`config.mk`:
```
export PLATFORM = sky130hd
export DESIGN_NAME = serial_adder
export DESIGN_NICKNAME = d
export VERILOG_FILES = /design/src/rtl/serial_adder.sv
export SDC_FILE = /design/constraint.sdc
export NUM_CORES = 1
export LEC_CHECK = 0
export ABC_AREA = 1
export CORE_ASPECT_RATIO = 0.9
export CORE_UTILIZATION = 46
export CTS_BUF_LIST = sky130_fd_sc_hd__clkbuf_8
export DETAILED_ROUTE_END_ITERATION = 8
export PLACE_DENSITY = 0.8
export SKIP_CTS_REPAIR_TIMING = 1
export SLEW_MARGIN = 20
export SYNTH_ARGS = -nofsm -noshare
export SYNTH_HDL_FRONTEND = slang
export SYNTH_SLANG_ARGS = --single-unit
```
`constraint.sdc`:
```
create_clock -name clk -period 1.1 [get_ports clk]
set_input_delay 0.11 -clock clk [delete_from_list [all_inputs] [get_ports clk]]
set_output_delay 0.11 -clock clk [all_outputs]
set_load 0.05 [all_outputs]
```
`src/rtl/serial_adder.sv`:
```
// Bit-serial adder: one full-adder cell reused over WIDTH cycles with a registered carry.
// Define SERIAL_ADDER_OVF_EN to add the registered signed-overflow output ovf.
module serial_adder #(
  parameter int unsigned WIDTH = 8
) (
  input  logic             clk,
  input  logic             rst_n,
  input  logic             in_valid,
  output logic             in_ready,
  input  logic [WIDTH-1:0] a,
  input  logic [WIDTH-1:0] b,
  input  logic             cin,
  output logic             out_valid,
  input  logic             out_ready,
  output logic [WIDTH-1:0] sum,
  output logic             cout
`ifdef SERIAL_ADDER_OVF_EN
  ,
  output logic             ovf
`endif
);

  localparam int unsigned CNT_W = $clog2(WIDTH + 1);

  typedef enum logic [1:0] {
    IDLE = 2'd0,
    RUN  = 2'd1,
    DONE = 2'd2
  } state_t;

  state_t           state_q, state_d;
  logic [WIDTH-1:0] a_q, a_d;
  logic [WIDTH-1:0] b_q, b_d;
  logic [WIDTH-1:0] sum_q, sum_d;
  logic             carry_q, carry_d;
  logic             cout_q, cout_d;
  logic [CNT_W-1:0] cnt_q, cnt_d;
  logic             fa_s_c, fa_co_c, last_bit_c;
`ifdef SERIAL_ADDER_OVF_EN
  logic             ovf_q, ovf_d;
`endif

  // Single full-adder cell fed by the operand LSBs and the fed-back carry
  always_comb begin
    fa_s_c     = a_q[0] ^ b_q[0] ^ carry_q;
    fa_co_c    = (a_q[0] & b_q[0]) | (b_q[0] & carry_q) | (a_q[0] & carry_q);
    last_bit_c = (cnt_q == CNT_W'(WIDTH - 1));
  end

  // Next-state and datapath control
  always_comb begin
    state_d = state_q;
    a_d     = a_q;
    b_d     = b_q;
    sum_d   = sum_q;
    carry_d = carry_q;
    cout_d  = cout_q;
    cnt_d   = cnt_q;
`ifdef SERIAL_ADDER_OVF_EN
    ovf_d   = ovf_q;
`endif
    case (state_q)
      IDLE: begin
        if (in_valid) begin
          a_d     = a;
          b_d     = b;
          carry_d = cin;
          cnt_d   = '0;
          state_d = RUN;
        end
      end
      RUN: begin
        a_d     = {1'b0, a_q[WIDTH-1:1]};
        b_d     = {1'b0, b_q[WIDTH-1:1]};
        sum_d   = {fa_s_c, sum_q[WIDTH-1:1]};
        carry_d = fa_co_c;
        cnt_d   = cnt_q + CNT_W'(1);
        if (last_bit_c) begin
          cout_d  = fa_co_c;
`ifdef SERIAL_ADDER_OVF_EN
          // Carry into the MSB differs from carry out of it on signed overflow
          ovf_d   = carry_q ^ fa_co_c;
`endif
          state_d = DONE;
        end
      end
      DONE: begin
        if (out_ready) state_d = IDLE;
      end
      default: state_d = IDLE;
    endcase
  end

  always_ff @(posedge clk or negedge rst_n) begin
    if (!rst_n) begin
      state_q <= IDLE;
      a_q     <= '0;
      b_q     <= '0;
      sum_q   <= '0;
      carry_q <= 1'b0;
      cout_q  <= 1'b0;
      cnt_q   <= '0;
`ifdef SERIAL_ADDER_OVF_EN
      ovf_q   <= 1'b0;
`endif
    end else begin
      state_q <= state_d;
      a_q     <= a_d;
      b_q     <= b_d;
      sum_q   <= sum_d;
      carry_q <= carry_d;
      cout_q  <= cout_d;
      cnt_q   <= cnt_d;
`ifdef SERIAL_ADDER_OVF_EN
      ovf_q   <= ovf_d;
`endif
    end
  end

  assign in_ready  = (state_q == IDLE);
  assign out_valid = (state_q == DONE);
  assign sum       = sum_q;
  assign cout      = cout_q;
`ifdef SERIAL_ADDER_OVF_EN
  assign ovf       = ovf_q;
`endif

endmodule

```
Yosys cells after proc, flatten, opt, wreduce, memory -nomap -nowiden
Index checks and enable logic that the tools add are counted.
- add/subtract/negate cells: 1
- eq/ne operators: 6
- mux-type cells: 12
- bitwise gates (word level): 7
- reduce and logical (&&, ||, !) cells: 5
- operator list (kind ; number):
    8-bit one-hot mux with 2 select lines ; 2
    8-bit two-way mux ; 2
    4-bit one-hot mux with 2 select lines ; 1
    2-bit two-way mux ; 3
    2-bit one-hot mux with 3 select lines ; 1
    4-bit by 1-bit adder with 4-bit output, second input constant ; 1
    4-bit by 3-bit equality test with 1-bit output, second input constant ; 1
    4-bit two-way mux ; 1
    2-bit inequality test, second input constant ; 2
    2-bit AND reduction ; 2
    1-bit AND ; 3
    3-bit AND reduction ; 1
    2-bit by 1-bit equality test with 1-bit output, second input constant ; 1
    2-bit equality test, second input constant ; 1
    2-bit logical NOT ; 1
    2-bit by 1-bit inequality test with 1-bit output, second input constant ; 1
    1-bit OR ; 2
    1-bit one-hot mux with 2 select lines ; 1
    2-bit nonzero test ; 1
    1-bit XOR ; 2
    1-bit two-way mux ; 1
- flip-flop bits (word level): 32
- input port bits: 21
- logic and storage cells: 38

Logic depth before layout (Yosys ltp)
- depth after elaboration: 4
- depth in mapped cells: 7
- gate-level depth less buffers: 6

Worst setup path before layout
OpenSTA, ideal clock, no wires.
- path kind: register to register
- start: register state_q[0]
- end: register a_q[0]
- setup time: 69 ps
- arrival time: 1138 ps
- data required time: 1031 ps
- setup slack: -107 ps
- cell stages (with the launch flop): 5
- clock period less this slack: 1207 ps
- cell sequence: dfrtp_1 -> nor2_2 -> buf_2 -> nand3_1 -> nand3_1
- cells in the longest elaborated chain, start to end: 3
- elaborated cells between the ends (all ways): 6
- those cells by class: eq/ne (2); mux (1); reduce/logical (3)
- ends and longest elaborated chain (item ; RTL line ; source):
    from (decl) ; 31 ; state_t state_q, state_d;
    from (signal assigned) ; 107 ; state_q <= state_d;
    2-bit logical NOT * ; n/a ;
    named net in_ready ; 9 ; output logic in_ready,
    2-bit inequality test (no source line) or 2-bit nonzero test (tied branches) ; n/a ;
    2-bit AND reduction (no source line) ; n/a ;
    to (signal assigned) ; 97 ; a_q <= '0;
    to (signal assigned) ; 108 ; a_q <= a_d;
    to (decl) ; 32 ; logic [WIDTH-1:0] a_q, a_d;
Mark *: on every way through the listed nets, which the timed path passes. The rest lies on a longest branch.
A chain may end at the register's enable or synchronous reset.

Final worst setup path
- start: register state_q[0]
- end: output in_ready
- cells in the longest elaborated chain, start to end: 1
- ends and longest elaborated chain (item ; RTL line ; source):
    2-bit logical NOT ; 120 ; assign in_ready = (state_q == IDLE);
    to (decl) ; 9 ;
Every way passes these cells.

==> run_results.csv <==
group,metric,value,unit
setup_path,end_kind,"output port",
die,die_width,60.7,um
setup_path,rrSetupSlack,-0.12,ns
logic_synthesis,synth_cell_types,18,
place,gp_congestion,0.915,
timing,slew_violations,0,
timing,max-slew-margin-rel,85.2,%
setup_path,cp-start-kind,"flip-flop",
power,p_total,6390,uW
timing,rsz0062_at_grt,"true",
timing,min_period_over_period,114,%
die,ioPinCount,32,
cells_and_area,area_growth,55.3,%
logic_synthesis,syn_area,0.00143,mm^2
cells_and_area,multi_input_area,561,um^2
clock_tree,cts_tree,"done",
power,pwr-share-seq,32.0,%
route,post_drt_wl_per_cell,15.0,um
setup_path,critPathMaxStageDelay,0.45,ns
logic_synthesis,synth_fp_nets,186,
place,hpwl,2550,um
power,switching_power,2610,uW
logic_synthesis,netlist.area_leader.share,56.1,%
setup_path,crit_type,"flip-flop to output port",
cells_and_area,diodes,0,
setup_path,path_common_cell,"buf_12",
logic_synthesis,ys_seq_area_share,56.1,%
setup_path,cp.arrival,1.15,ns
global_routing,grt-ovfl-total,0,
outcome,status,"finished with violations",
die,coreArea,0.00284,mm^2
clock_tree,clk_latency,0.29,ns
clock_tree,cts_root_buf,"clkbuf_8",
logic_synthesis,ys_seq_elements,32,
route,via_per_inst,5.50,
global_routing,grt_pass1_wl,5700,um
clock_tree,numCtsBuffers,5,
job,maxCapViolCount,0,
global_routing,grt_pass1_vias,1245,
die,rows,18,
timing,finalSetupViolations,30,
place,dpl.cell_count,236,
min_path,holdCritPathClass,"primary input to asynchronous set/reset pin",
route,ant_nets,0,
timing,timing.final.ws_setup,-0.158,ns
timing,fin_crit,1.26,ns
timing,fmax,795,MHz
cells_and_area,fin_util,78.0,%
setup_path,cp.required,0.99,ns
global_routing,grt_start_max_net_pins,33,
clock_tree,htree_levels,2,
power,swShare,40.8,%
cells_and_area,instances_no_fill,253,
route,dr.pass1.iters,4,
die,dieArea,0.00333,mm^2
logic_synthesis,synth_top_area_cell,"dfrtp_1",
logic_synthesis,synthTopCellsByArea,"dfrtp_1 56%, nand3_1 19%, nand2_1 9.7%",
global_routing,antenna_found_initial,0,
clock_tree,cts.clk_slew.worst_paths,0.06,ns
logic_synthesis,ys_warn_count,0,
die,initial_utilization,50.3,%
power,power_frac_comb,53.6,%
route,drc,0,
timing,hold_viol,0,
route,drt_wl_total,3800,um
setup_path,crit_slowest_cell,"dfrtp_2",
timing,tightestPinTransition,0.219,ns
route,drt_iter0_drc,50,
power,vdd_drop_max,2.18,mV
power,p_leak,0.00104,uW
cells_and_area,seq_area,802,um^2
logic_synthesis,synth-edff-count,0,
setup_path,cp_max_fo,5,
die,die_y,54.8,um
power,powerDensity,2890,mW/mm^2
logic_synthesis,async_reset_ff_share,100,%
logic_synthesis,ys.flop_type,"dfrtp_1",
setup_path,crit_chain,"nor2_4, buf_12, buf_12",
route,vias,1392,
clock_tree,cts.path.max_buffers,2,
logic_synthesis,syn_inst,163,
place,io_buffers,31,
logic_synthesis,syn_area_per_cell,8.75,um^2
outcome,violations,"negative setup slack",
power,internal-power,3780,uW
timing,fin_setup_tns,-2.24,ns
cells_and_area,fillers,203,
power,clkPwrFrac,14.5,%
cells_and_area,nets,235,
cells_and_area,drive_gt1_share,22.1,%
timing,clock_skew,0.00356,ns
global_routing,grt_usage,25.1,%
clock_tree,cts_num_sinks,32,
-- synth_stat cells, types with 2 or more instances --
| cell type | instances |
|---|---|
| dfrtp_1 | 32 |
| nand3_1 | 54 |
| buf_2 | 6 |
| inv_1 | 6 |
| o21ai_1 | 4 |
| inv_2 | 2 |
| nor2_1 | 4 |
| nand2_1 | 37 |
| clkbuf_1 | 2 |
| o21ai_0 | 7 |
| buf_4 | 2 |
-- final cells by class --
type | count | share of cell area, %
Sequential cell | 32 | 36.2
Timing Repair Buffer | 53 | 30.6
Multi-Input combinational cell | 112 | 25.3
Clock buffer | 6 | 3.73
Tap cell | 40 | 2.26
Inverter | 8 | 1.58
Clock inverter | 2 | 0.339
-- per-layer routing --
metal  share of wire, %  track usage, %  wire length (um)  vias up
li1                   -               -                 -      642
met1                 40            31.2              1520      679
met2                 50            40.1              1900       62
met3                7.8            8.27               297        9
met4                2.2            11.0                82        0
met5                  0               0                 0        -
-- registers in the layout, summed over array words and instances (netlist names) --
signal   cells
sum          8
b_q          8
state_q      2
cout         1
cnt_q        4
a_q          8
carry_q      1
-- power groups by stage --
stage / registers (uW) / logic, uW / clock network [uW]
after floorplan: 2370 / 1200 / 0
after CTS: 2030 / 3050 / 934
after global placement: 2000 / 2920 / 0
after detailed placement: 2040 / 3050 / 0
final: 2040 / 3420 / 924
after global routing: 2090 / 3630 / 978
-- kinds of logic (layout without fill, tap and decap cells) --
group	after synthesis	in the layout	synth area share (%)
AOI/OAI and AO/OA	12	12	4.39
adders and majority gates	2	2	2.28
buffers and inverters	19	69	6.14
DFF	32	32	56.1
and+or+nand+nor	98	98	31.1
-- placed cells by master (no fill, tap or decap), types with 2 or more instances in the layout --
master,instances
nand3_1,54
nor2_4,2
nand2_1,36
dfrtp_1,31
inv_1,8
clkdlybuf4s50_1,20
o21ai_1,4
buf_4,14
o21ai_0,7
nor2_1,2
clkbuf_8,6
buf_12,16
-- worst max-delay path: cells and delay by family (launching register included) --
family,cells,cell delay [ns]
buffers and inverters,2,0.26
DFF,1,0.45
and+or+nand+nor,1,0.15
-- final timing paths --
kind / to / depth (start not counted) / from
setup reg to reg: b_q[6] / 6 / state_q[1]
hold / removal: sum[1] / 2 / rst_n
hold reg to reg: a_q[2] / 2 / a_q[3]
setup / recovery: in_ready / 3 / state_q[0]
min in group clk: a_q[7] / 3 / a[7]
max in group asynchronous: state_q[0] / 2 / rst_n
-- stage by stage --
stage / worst slack, ns / instance area, um^2 / hold slack, ns
global route: -0.189 / 2210 / 0.218
CTS: -0.190 / 2080 / 0.196
global placement: -0.0514 / 1990 / 0.470
detailed placement: -0.0810 / 1990 / 0.486
finish: -0.158 / 2210 / 0.192
floorplan: -0.00653 / 1430 / -0.186
(Power assumes the default switching activity.)
==> RTL change 1, RTL diff (same settings) <==
Take the reset off `a_q` and load it in a clocked block of its own.
--- a/src/rtl/serial_adder.sv
+++ b/src/rtl/serial_adder.sv
@@ -95,5 +95,4 @@
     if (!rst_n) begin
       state_q <= IDLE;
-      a_q     <= '0;
       b_q     <= '0;
       sum_q   <= '0;
@@ -106,5 +105,4 @@
     end else begin
       state_q <= state_d;
-      a_q     <= a_d;
       b_q     <= b_d;
       sum_q   <= sum_d;
@@ -116,4 +114,8 @@
 `endif
     end
+  end
+
+  always_ff @(posedge clk) begin
+    a_q <= a_d;
   end
 
Check against the original RTL: no difference found for any inputs over 10 cycles, from zero or initial values and one cycle with rst_n low; that may be too few to reach the edited logic, so the function may still have changed.
==> RTL change 1 against the original RTL <==
The run still ends with setup timing left; sequential cell count is the same; clock skew grew 0.0034 ns; design area shrank 1.9%; routed wire length shrank 12%; worst setup slack lost 0.040 ns; area after synthesis shrank 0.61%; sequential share of layout area grew 2.5 points; total power grew 2.1%; global-route usage shrank 2.8 points; largest power group unchanged.
==> RTL change 1: results (changes against the original RTL) <==
| Metric | Value |
|---|---|
| Status | finished, violations left |
| Failing checks | setup timing |
| Slew @ Worst Pin | 0.231 ns (+0.0119 ns) |
| First-pass GRT wire length | 5060 um (-11%) |
| Final worst setup slack | -0.198 ns (-0.0400 ns) |
| Synth unique cells | 19 (+1) |
| CP max-delay cell | dfrtp_1 |
| Clock Skew | 0.00696 ns (+0.00339 ns) |
| Layout cell share with drive strength beyond 1 | 25.1% (+3.1 points) |
| Syn Nets | 177 (-4.8%) |
| Reg2reg end | a_q[0] |
| CP max stage delay | 0.40 ns (-0.05 ns) |
| Final setup fails | 39 (+30%) |
| P_leak | 1.01 nW (-3.4%) |
| Drt first-iter violations | 45 (-10%) |
| Post-synth EDFFs | 8 (+8) |
| Data arrival, critical path | 1.19 ns (+0.04 ns) |
| Synth top cells by count | 54 x nand2_1, 32 x nand3_1, 24 x dfrtp_1 |
| Vias in the first global route | 1195 (-4.0%) |
| Adder-cell share of the synthesized area | 2.29% (+0.014 points) |
| Worst-path fanout max | 7 (+2) |
| Top cells by area, synth | dfrtp_1 42%, edfxtp_1 17%, nand2_1 14%, nand3_1 11%, buf_6 2.4% |
| Final HPWL from detailed placement | 2290 um (-10%) |
| Setup TNS | -2.07 ns (+0.177 ns) |
| Worst reg2reg setup slack | -0.14 ns (-0.02 ns) |
| Maximum vdd drop | 2.41 mV (+11%) |
| Synth Area in Compound Gates | 3.71% (-0.68 points) |
| GRT Overall Usage | 22.3% (-2.8 points) |
| Async SR Flop Fraction | 75.0% (-25 points) |
| Largest net degree at the start of global routing | 25 (-24%) |
| Placer Congestion | 0.741 (-19%) |
| Vias | 1277 (-8.3%) |
## RTL change 1: cell count changes in the layout (fill, tap and decap cells not counted), moves of 2 or more
cell and change:
buf_12 -3, buf_4 -5, buf_6 +7, dfrtp_1 -7, edfxtp_1 +8, inv_1 -2
nand2_1 +14, nand2_2 +2, nand3_1 -24, nand3_2 +2, o21ai_0 -5, o21ai_1 +2
## RTL change 1: routing by layer
| metal | wire, um | track usage (%) | vias up |
|---|---|---|---|
| met3 | 245 | 10.9 | 2 |
| met2 | 1760 | 37.9 | 59 |
| met5 | 0 | 0 | - |
| li1 | - | - | 605 |
| met1 | 1360 | 24.2 | 611 |
| met4 | 6 | 7.95 | 0 |
## RTL change 1: layout make-up
type	count	area [um^2]
Clock inverter	2	11.3
Inverter	7	28.8
Multi-Input combinational cell	106	541
Tap cell	40	50.0
Sequential cell	32	841
Fill cell	202	666
Timing Repair Buffer	50	618
Clock buffer	6	82.6
## RTL change 1: kinds of logic (layout without fill, tap and decap cells)
logic type,Yosys count,count (layout)
AND/OR/NAND/NOR,94,94
adder cells (fa/ha/maj),2,2
buffers and inverters,16,65
AO/OA/AOI/OAI,10,10
flip-flops,32,32
## RTL change 1: through the flow
stage                     cells  hold slack (ns)
final                       243            0.168
after CTS                   237            0.168
after global placement      229            0.471
after floorplan             154           -0.186
after detailed placement    229            0.479
after global routing        243            0.181
## RTL change 1: power groups by stage
stage / sequential (mW) / combinational (mW) / clock [mW]
after CTS: 2.19 / 3.08 / 0.939
after global placement: 2.16 / 2.91 / 0
after detailed placement: 2.20 / 3.05 / 0
after global routing: 2.26 / 3.65 / 0.989
after floorplan: 2.55 / 1.34 / 0
final: 2.21 / 3.40 / 0.916
## RTL change 1: worst min path at each step
stage / endpoint / slack [ns]
2_1_floorplan: b_q[0] / -0.19
3_3_place_gp: b_q[6] / 0.47
3_5_place_dp: b_q[3] / 0.48
4_1_cts: b_q[3] / 0.17
5_1_grt: b_q[3] / 0.18
6_report: b_q[3] / 0.17
==> RTL change 2, RTL diff (same flow settings) <==
Made on the original files. Add a define of `SERIAL_ADDER_OVF_EN`.
--- a/src/rtl/serial_adder.sv
+++ b/src/rtl/serial_adder.sv
@@ -1,4 +1,6 @@
 // Bit-serial adder: one full-adder cell reused over WIDTH cycles with a registered carry.
 // Define SERIAL_ADDER_OVF_EN to add the registered signed-overflow output ovf.
+`define SERIAL_ADDER_OVF_EN
+
 module serial_adder #(
   parameter int unsigned WIDTH = 8
Check against the original RTL (old outputs only; new: ovf): equivalent (Yosys induction, for registers that start in step).
==> RTL change 2 against the original RTL <==
The run still ends with setup timing left; synthesized cell count increased by 4.3%; area after synthesis is 5.2% higher; routed wire length rose by 32%; clock power is 1% lower; utilization is 1.6 points higher; worst setup slack lost 0.040 ns; total power is 9.8% higher; sequential cell count is 1 higher; count of clock-buffer cells in the layout unchanged; design area is 11% higher; die area up 5.0%; clock skew about the same; largest power group unchanged; highest routed layer unchanged.
==> RTL change 2: results (changes against the original RTL) <==
| Metric | Value |
|---|---|
| Data arrival, critical path | 1.19 ns (+0.04 ns) |
| Metal2 WL | 2560 um (+34%) |
| Port bufs | 32 (+3.2%) |
| Pre-CTS setup slack | -0.0975 ns (-0.0165 ns) |
| R2R cell count | 4 (-2) |
| Grt met2 use | 38.6% (-1.5 points) |
| Wire length on met3 | 361 um (+22%) |
| Layout cell share with drive strength beyond 1 | 32.9% (+11 points) |
| P_leak | 1.15 nW (+10%) |
| Failing checks | setup timing |
| Non-filler cells in the finished layout | 267 (+5.5%) |
| First-pass GRT wire length | 5820 um (+2.1%) |
| Slew @ Worst Pin | 0.275 ns (+0.0552 ns) |
| Drt first-iter violations | 94 (+88%) |
| Status | finished, violations left |
| Setup TNS | -2.32 ns (-0.0755 ns) |
| GRT met3 Usage | 5.12% (-3.2 points) |
| Final setup fails | 30 (unchanged) |
| Worst reg2reg setup slack | -0.16 ns (-0.04 ns) |
| Maximum vdd drop | 1.66 mV (-24%) |
| Cell Area, Placed | 2080 um^2 (+4.7%) |
| Synth top cells by count | 54 x nand3_1, 40 x nand2_1, 33 x dfrtp_1 |
| WHS | 0.188 ns (-0.00403 ns) |
| GR Layer Usage met1 | 25.4% (-5.7 points) |
| Vias in the first global route | 1323 (+6.3%) |
| Synthesized area per cell | 8.82 um^2 (+0.84%) |
| Final worst setup slack | -0.199 ns (-0.0403 ns) |
| Placer Congestion | 0.780 (-15%) |
-- RTL change 2: changes by cell type after synthesis, sizes merged --
| cell | before | now |
|---|---|---|
| nand2 | 38 | 43 |
| clkbuf | 3 | 1 |
| nor2 | 5 | 6 |
| buf | 8 | 10 |
| xor2 | 0 | 1 |
| dfrtp | 32 | 33 |
| inv | 8 | 7 |
-- RTL change 2: report_power, final --
part / total, mW / switching, mW / internal (mW)
sequential: 2.15 / 0.462 / 1.69
combinational: 3.95 / 2.15 / 1.80
clock: 0.911 / 0.424 / 0.487
total: 7.02 / 3.03 / 3.98
-- RTL change 2: logic make-up after synthesis --
family	after synthesis	share of synthesized area (%)
AOI/OAI and AO/OA	12	4.17
DFF	33	55.0
xor gates and xnor gates	1	0.584
buffers and inverters	18	6.17
and+or+nand+nor	104	31.9
adders and majority gates	2	2.17
-- RTL change 2: worst max-delay path by stage --
stage / endpoint / cells past startpoint / slack, ns / from
final: in_ready / 4 / -0.20 / state_q[1]
after global routing: in_ready / 4 / -0.23 / state_q[1]
after CTS: in_ready / 4 / -0.26 / state_q[1]
after detailed placement: ovf / 4 / -0.1 / a_q[0]
after global placement: ovf / 4 / -0.07 / a_q[0]
after floorplan: ovf / 4 / -0.06 / a_q[0]
-- RTL change 2: critical path, stage by stage (launching register included) --
cell,delay [ns]
dfrtp_1,0.41
buf_6,0.13
nor2_4,0.09
buf_12,0.13
buf_12,0.13
-- RTL change 2: cell type report --
type,instances,area (um^2)
Timing Repair Buffer,59,749
Multi-Input combinational cell,119,716
Clock buffer,6,82.6
Sequential cell,33,827
Tap cell,42,52.6
Inverter,7,28.8
Fill cell,159,631
Clock inverter,1,3.75
